$ cat src/rtl/i2s_master.sv
// I2S bus master: divides clk into MCLK/BCLK/WCLK and serialises stereo TX sample pairs onto sdout.
// Defining I2S_RX_EN adds the sdin deserialiser and the rx_l/rx_r/rx_valid ports.
module i2s_master #(
  parameter int MCLK_HALF = 4,
  parameter int BCLK_HALF = 32,
  parameter int SLOT_W    = 16,
  parameter int SAMPLE_W  = 16
) (
  input  logic                clk,
  input  logic                reset_n,
  input  logic                en,
  output logic                mclk,
  output logic                bclk,
  output logic                wclk,
  output logic                sdout,
  input  logic [SAMPLE_W-1:0] tx_l,
  input  logic [SAMPLE_W-1:0] tx_r,
  input  logic                tx_valid,
  output logic                tx_ready,
  output logic                tx_underrun
`ifdef I2S_RX_EN
  ,
  input  logic                sdin,
  output logic [SAMPLE_W-1:0] rx_l,
  output logic [SAMPLE_W-1:0] rx_r,
  output logic                rx_valid
`endif
);

  localparam int FRAME = 2 * SLOT_W;
  localparam int MC_W  = $clog2(MCLK_HALF + 1);
  localparam int BC_W  = $clog2(BCLK_HALF + 1);
  localparam int POS_W = $clog2(FRAME);

  localparam logic [MC_W-1:0]  MC_LAST  = MC_W'(MCLK_HALF - 1);
  localparam logic [BC_W-1:0]  BC_LAST  = BC_W'(BCLK_HALF - 1);
  localparam logic [POS_W-1:0] POS_LAST = POS_W'(FRAME - 1);
  localparam logic [POS_W-1:0] POS_RSL  = POS_W'(SLOT_W);

  // Sample placed MSB-first in its slot, zero-padded below.
  function automatic logic [SLOT_W-1:0] slot_word(input logic [SAMPLE_W-1:0] s);
    return SLOT_W'(s) << (SLOT_W - SAMPLE_W);
  endfunction

  logic [MC_W-1:0]     mclk_cnt;
  logic [BC_W-1:0]     bclk_cnt;
  logic [POS_W-1:0]    pos;
  logic [POS_W-1:0]    pos_nxt;
  logic [FRAME-1:0]    frame_sr;
  logic [FRAME-1:0]    frame_word;
  logic                hold_vld;
  logic [SAMPLE_W-1:0] hold_l;
  logic [SAMPLE_W-1:0] hold_r;
  logic                bclk_tick;
  logic                fall_stb;
  logic                load_stb;
  logic                accept;

  always_comb begin
    bclk_tick  = en && (bclk_cnt == BC_LAST);
    fall_stb   = bclk_tick && bclk;
    pos_nxt    = (pos == POS_LAST) ? '0 : pos + POS_W'(1);
    load_stb   = fall_stb && (pos == '0);
    accept     = tx_valid && !hold_vld;
    frame_word = hold_vld ? {slot_word(hold_l), slot_word(hold_r)} : '0;
  end

  assign tx_ready = !hold_vld;

  // MCLK divider: free-running, independent of en
  always_ff @(posedge clk or negedge reset_n) begin
    if (!reset_n) begin
      mclk_cnt <= '0;
      mclk     <= 1'b0;
    end else if (mclk_cnt == MC_LAST) begin
      mclk_cnt <= '0;
      mclk     <= ~mclk;
    end else begin
      mclk_cnt <= mclk_cnt + MC_W'(1);
    end
  end

  // BCLK divider, frame position and TX shifter; all collapse to idle while en is low
  always_ff @(posedge clk or negedge reset_n) begin
    if (!reset_n) begin
      bclk_cnt <= '0;
      bclk     <= 1'b0;
      pos      <= '0;
      wclk     <= 1'b0;
      sdout    <= 1'b0;
      frame_sr <= '0;
    end else if (!en) begin
      bclk_cnt <= '0;
      bclk     <= 1'b0;
      pos      <= '0;
      wclk     <= 1'b0;
      sdout    <= 1'b0;
      frame_sr <= '0;
    end else begin
      if (bclk_tick) begin
        bclk_cnt <= '0;
        bclk     <= ~bclk;
      end else begin
        bclk_cnt <= bclk_cnt + BC_W'(1);
      end
      if (fall_stb) begin
        pos  <= pos_nxt;
        wclk <= (pos_nxt >= POS_RSL);
        if (load_stb) begin
          sdout    <= frame_word[FRAME-1];
          frame_sr <= frame_word << 1;
        end else begin
          sdout    <= frame_sr[FRAME-1];
          frame_sr <= frame_sr << 1;
        end
      end
    end
  end

  // Holding register control; a load in the accept cycle sees the pre-accept contents
  always_ff @(posedge clk or negedge reset_n) begin
    if (!reset_n) begin
      hold_vld    <= 1'b0;
      tx_underrun <= 1'b0;
    end else begin
      tx_underrun <= load_stb && !hold_vld;
      if (accept) begin
        hold_vld <= 1'b1;
      end else if (load_stb) begin
        hold_vld <= 1'b0;
      end
    end
  end

  always_ff @(posedge clk) begin
    if (accept) begin
      hold_l <= tx_l;
      hold_r <= tx_r;
    end
  end

`ifdef I2S_RX_EN
  logic                sdin_p1;
  logic                sdin_p2;
  logic [SAMPLE_W-1:0] rx_sh_l;
  logic [SAMPLE_W-1:0] rx_sh_r;
  logic [SAMPLE_W-1:0] rx_sh_l_nxt;
  logic [SAMPLE_W-1:0] rx_sh_r_nxt;
  logic                rx_armed;
  logic                rise_stb;
  logic                cap_l;
  logic                cap_r;
  logic                rx_done;

  always_comb begin
    rise_stb    = bclk_tick && !bclk;
    cap_l       = rise_stb && (int'(pos) >= 1) && (int'(pos) <= SAMPLE_W);
    cap_r       = rise_stb && (((pos > POS_RSL) && (int'(pos) <= SLOT_W + SAMPLE_W)) ||
                               ((SAMPLE_W == SLOT_W) && (pos == '0)));
    rx_done     = rise_stb && (pos == '0);
    rx_sh_l_nxt = (rx_sh_l << 1) | SAMPLE_W'(sdin_p2);
    rx_sh_r_nxt = (rx_sh_r << 1) | SAMPLE_W'(sdin_p2);
  end

  // sdin synchroniser stages p1/p2
  always_ff @(posedge clk or negedge reset_n) begin
    if (!reset_n) begin
      sdin_p1 <= 1'b0;
      sdin_p2 <= 1'b0;
    end else begin
      sdin_p1 <= sdin;
      sdin_p2 <= sdin_p1;
    end
  end

  // Deserialiser; rx_armed blocks the output until a full frame has been captured since enable
  always_ff @(posedge clk or negedge reset_n) begin
    if (!reset_n) begin
      rx_sh_l  <= '0;
      rx_sh_r  <= '0;
      rx_armed <= 1'b0;
      rx_l     <= '0;
      rx_r     <= '0;
      rx_valid <= 1'b0;
    end else if (!en) begin
      rx_sh_l  <= '0;
      rx_sh_r  <= '0;
      rx_armed <= 1'b0;
      rx_valid <= 1'b0;
    end else begin
      rx_valid <= rx_done && rx_armed;
      if (cap_l) rx_sh_l <= rx_sh_l_nxt;
      if (cap_r) rx_sh_r <= rx_sh_r_nxt;
      if (rise_stb && (pos == POS_W'(1))) rx_armed <= 1'b1;
      if (rx_done && rx_armed) begin
        rx_l <= rx_sh_l;
        rx_r <= cap_r ? rx_sh_r_nxt : rx_sh_r;
      end
    end
  end
`endif

endmodule

$ cat config.mk
export PLATFORM = sky130hd
export DESIGN_NAME = i2s_master
export DESIGN_NICKNAME = d
export VERILOG_FILES = /design/src/rtl/i2s_master.sv
export SDC_FILE = /design/constraint.sdc
export NUM_CORES = 1
export LEC_CHECK = 0
export BUFFER_PORTS_ARGS = -buffer_cell sky130_fd_sc_hd__buf_2
export CAP_MARGIN = 20
export CORE_MARGIN = 2
export CORE_UTILIZATION = 40
export CTS_BUF_LIST = sky130_fd_sc_hd__clkbuf_4 sky130_fd_sc_hd__clkbuf_8
export DETAILED_ROUTE_END_ITERATION = 8
export GPL_ROUTABILITY_DRIVEN = 1
export GPL_TIMING_DRIVEN = 0
export SYNTH_ARGS = -nofsm -noshare
export SYNTH_HDL_FRONTEND = slang
export SYNTH_SLANG_ARGS = --single-unit
$ cat constraint.sdc
create_clock -name clk -period 3.8 [get_ports clk]
set_clock_uncertainty 0.15 [all_clocks]
set_input_delay 0.38 -clock clk [delete_from_list [all_inputs] [get_ports clk]]
set_output_delay 0.38 -clock clk [all_outputs]
set_load 0.005 [all_outputs]
Word level (Yosys, flattened, before mapping)
Index checks and enable logic that the tools add are counted.

$add $sub $neg: 3. Magnitude comparators: 1. Eq/ne operators: 5. Multiplexer cells: 19. Bitwise gates (word level): 2. Reductions and logical operators: 8.

Operator list (number): 2-to-1 mux 32 bit (4); 2-to-1 mux 5 bit (3); 2-to-1 mux 6 bit (2); 2-to-1 mux 1 bit (9); adder 6 x 1 -> 6 bit, second input constant (1); == test 6 x 5 -> 1 bit, second input constant (1); adder 5 x 1 -> 5 bit, second input constant (1); == test 5 bit, second input constant (1); >= comparator 5 bit, second input constant (1); logical AND 1 bit (5); logical NOT 5 bit (1); inequality test 2 x 1 -> 1 bit, second input constant (2); adder 3 x 1 -> 3 bit, second input constant (1); == test 3 x 2 -> 1 bit, second input constant (1); 2-to-1 mux 3 bit (1); NOT 1 bit (2); nonzero test 2 bit (1); logical NOT 1 bit (1).

Register bits: 84. Output and inout port bits: 6. Logic and storage cells: 50.

Longest topological paths before layout
Depth in word-level cells: 7. Mapped depth: 6. Depth with buffers taken out: 6.

Least setup slack after synthesis
Ideal clock, no wire load.

Kind: register to register. From: register hold_vld. To: register hold_l[0], enable pin. Library setup time: 425 ps. Arrival: 2120 ps. Slack: 1106 ps. Cell stages (with the launch flop): 4. Path buffers: 2. Clock period less this slack: 2694 ps. Cell sequence: dfrtp_1 > buf_4 > clkbuf_1 > nor2b_1.

Cells in the longest elaborated chain, start to end: 2.

RTL lines: start, declared (line 51) `logic hold_vld;`; start signal, assigned (line 123) `hold_vld <= 1'b0;`; start signal, assigned (line 128) `hold_vld <= 1'b1;`; start signal, assigned (line 130) `hold_vld <= 1'b0;`; logical NOT 1 bit (line 64) `accept = tx_valid && !hold_vld;`; logical AND 1 bit (line 64); named net accept (line 57) `logic accept;`; end signal, assigned (line 137) `hold_l <= tx_l;`; end, declared (line 52) `logic [SAMPLE_W-1:0] hold_l;`.

The timed path passes the listed nets, and every way through them passes these cells. A chain may end at the register's enable or synchronous reset.

Worst setup path in the final report
From: register hold_vld. To: register hold_r[2], enable pin.

Cells in the longest elaborated chain, start to end: 2.

RTL lines: logical NOT 1 bit (line 64); logical AND 1 bit (line 64); named net accept (line 57); end signal, assigned (line 138) `hold_r <= tx_r;`; end, declared (line 53) `logic [SAMPLE_W-1:0] hold_r;`.

The timed path passes the listed nets, and every way through them passes these cells.

==> results.yml <==
run_status:
  status: "finished, final reports clean"
pwr:
  p_sw_uw: 352
  swShare: 0.217
  p_int_mw: 1.27
  comb_power_share: 0.028
  power_density_nw_per_um2: 383
  p_leak_nw: 2.22
  clockPowerShare: 0.404
  seqPwrFrac: 0.568
  vdd_drop_max_mv: 0.212
synthesis:
  synth_seq_cells: 82
  syn-cell-area_um2: 3660
  yosysSeqAreaShare: 0.604
  synth_flop_cell: "dfrtp_1"
  synth_edf_count: 32
  async_flop_share: 0.610
  synth_top_area_share: 0.342
  yosysWarningCount: 0
  syn_nets: 331
  synth.distinct_cells: 32
  synth_area_leader_cell: "dfrtp_1"
  postSynthAreaPerCell_um2: 12.6
  netlist_instances: 290
  synth.most_common_cell: "mux2i_1"
  synth_area_leaders: "dfrtp_1 34%, edfxtp_1 26%, mux2i_1 17%"
  synth_commonest_cells: "64 x mux2i_1, 50 x dfrtp_1, 39 x nand2_1"
sta:
  setup_viol: 0
  fmax_ghz: 0.483
  rsz0062_at_grt: "false"
  finalSetupTns_ns: 0
  max_slew_margin: 0.405
  post-route-period-util: 0.544
  worst_pin_slew_ns: 0.891
  slew_violations: 0
  finalCriticalPeriod_ns: 2.07
  timing_hold_violations_final: 0
grt:
  grtUsageMet1: 0.177
  met3_usage: 0.0443
  antenna_found_initial: 0
  grt_busiest_layer: "met2"
  grt_pass1_vias: 2103
  grt_pass1_wl_mm: 10.3
  grt_usage: 0.135
  grt_max_degree: 38
  grt_use_met2: 0.213
  overflow: 0
clock_network:
  cts_made_buffers: 9
  cts_setup_buffers: 0
  path_clk_slew_ns: 0.09
  htreeDepth: 3
  clockBufferDepth: 2
  cts_resized: 0
  tritoncts: "built"
  clock_sinks: 82
  clk_latency_ns: 0.35
  root_buffer: "clkbuf_8"
setup_path:
  crit_required_ns: 3.63
  critPathKind: "register to register"
  cp_data_arrival_time_ns: 1.90
  critical_path.slowest_cell: "nor2b_4"
  worstSetupStartpointType: "register"
  cp_cell_sequence: "buf_4 -> clkbuf_1 -> nor2b_4"
  worst_setup_path_end_kind: "register"
  cpPeakStageDelay_ns: 0.76
  crit_path_max_fanout: 32
finish:
  fin_cells: 457
  synthToLayoutAreaGrowth_pct: 16.0
  diodes: 0
  fillers: 793
  multiInputGateArea_um2: 1350
  drive_gt1_frac: 0.203
  ff_latch_area_um2: 2210
  nets: 385
routing:
  post_drt_wl_per_cell_um: 13.6
  via_count: 2223
  drtIter0Drc: 53
  drc: 0
  totalWireLength_mm: 6.22
  ant_nets: 0
  viasPerCell: 4.86
  first_pass_iters: 4
floorplan:
  io_pins: 42
  chipHeight_um: 99.7
  core_area_um2: 8810
  dieWidth_um: 99.7
  start_util: 0.416
  num_rows: 34
  die-area_um2: 9940
min_path:
  min_path_type: "input pin to register"
placed_design:
  dp_hpwl_mm: 4.10
  placement.io_buffers: 41
  place_congestion: 0.732
  dp_cells: 440
flow_run:
  max_cap_viol_count: 0
power by group through the flow:
stage | Sequential (mW) | Clock (mW) | Combinational [mW]
floorplan | 0.942 | 0 | 0.0116
global placement | 0.942 | 0 | 0.0431
detailed placement | 0.942 | 0 | 0.0463
CTS | 0.924 | 0.678 | 0.0473
global route | 0.924 | 0.717 | 0.0530
finish | 0.924 | 0.657 | 0.0458
state kept, by name (all words and copies together) (netlist names), 3 cells and up:
register and cells:
bclk_cnt 6, frame_sr 31, hold_l 16, hold_r 16, mclk_cnt 3, pos 4
per-layer routing:
metal	wire length, µm	up-vias
met5	0	-
met4	86	0
met3	257	11
met2	2920	39
met1	2960	1062
li1	-	1111
per-stage QoR:
step                      power [mW]  hold WS [ns]  worst slack [ns]   util  cell area (µm²)
after floorplan                0.954       -0.0656              1.11      -             3660
after global placement         0.985         0.270             0.251  0.455             4000
after detailed placement       0.989         0.156              1.65  0.458             4030
after CTS                       1.65        0.0195              1.66  0.482             4250
after global routing            1.69       0.00966              1.56  0.482             4250
final                           1.63        0.0405              1.73  0.482             4250
layout make-up:
| class | instances | area share |
|---|---|---|
| clock buffer | 11 | 0.0342 |
| tap | 108 | 0.0318 |
| timing repair buffer | 43 | 0.0554 |
| multi-input combinational | 184 | 0.317 |
| clock inverter | 5 | 0.0147 |
| buffer | 16 | 0.0189 |
| sequential | 82 | 0.521 |
| inverter | 8 | 0.00707 |
what timing repair did:
| item | in CTS | in global routing |
|---|---|---|
| setup endpoints to repair | 0 | 0 |
| hold endpoints to repair | 13 | 0 |
| hold buffers | 1 | 0 |
path summary, 6_finish.rpt:
kind / cells past startpoint / end / slack, ns / startpoint
min: 1 / hold_l[14] / 0.04 / tx_l[14]
min in group asynchronous: 2 / mclk / 0.31 / reset_n
min reg2reg: 1 / mclk_cnt[0] / 0.29 / mclk_cnt[0]
max: 3 / hold_r[2] / 1.73 / hold_vld
max reg2reg: 3 / hold_r[2] / 1.73 / hold_vld
max in group asynchronous: 3 / frame_sr[11] / 2.68 / reset_n
worst max-delay path: cells and delay by family (launching register included):
kind                   cells  cell delay, ns
buffers and inverters      2            0.41
flip-flops                 1            0.36
AND/OR/NAND/NOR            1            0.76
cell usage in the layout, fill, tap and decap left out, types with 2 or more instances in the layout:
cell | Yosys | final
edfxtp_1 | 32 | 32
buf_2 | 7 | 48
o311ai_0 | 2 | 2
and2_0 | 2 | 2
or3_1 | 3 | 3
xor2_1 | 2 | 2
nand2_1 | 39 | 39
clkbuf_1 | 7 | 7
nor2_1 | 8 | 8
dfrtp_1 | 50 | 50
or4_1 | 3 | 3
nand4_1 | 2 | 2
a21oi_1 | 5 | 5
and2_1 | 30 | 30
clkbuf_8 | 0 | 10
xnor2_1 | 2 | 2
nand3_1 | 2 | 2
o21ai_0 | 5 | 5
mux2i_1 | 64 | 64
clkinvlp_4 | 0 | 2
inv_1 | 8 | 8
ha_1 | 5 | 5
cells by family after synthesis:
logic type      Yosys count  share of synthesized area
compound gates           15                     0.0249
xor+xnor                  4                    0.00957
fa+ha+maj                 5                     0.0171
buf+inv                  24                     0.0301
flops                    82                      0.604
mux                      64                      0.175
simple gates             96                      0.139
Power figures use the tool's default switching activity.
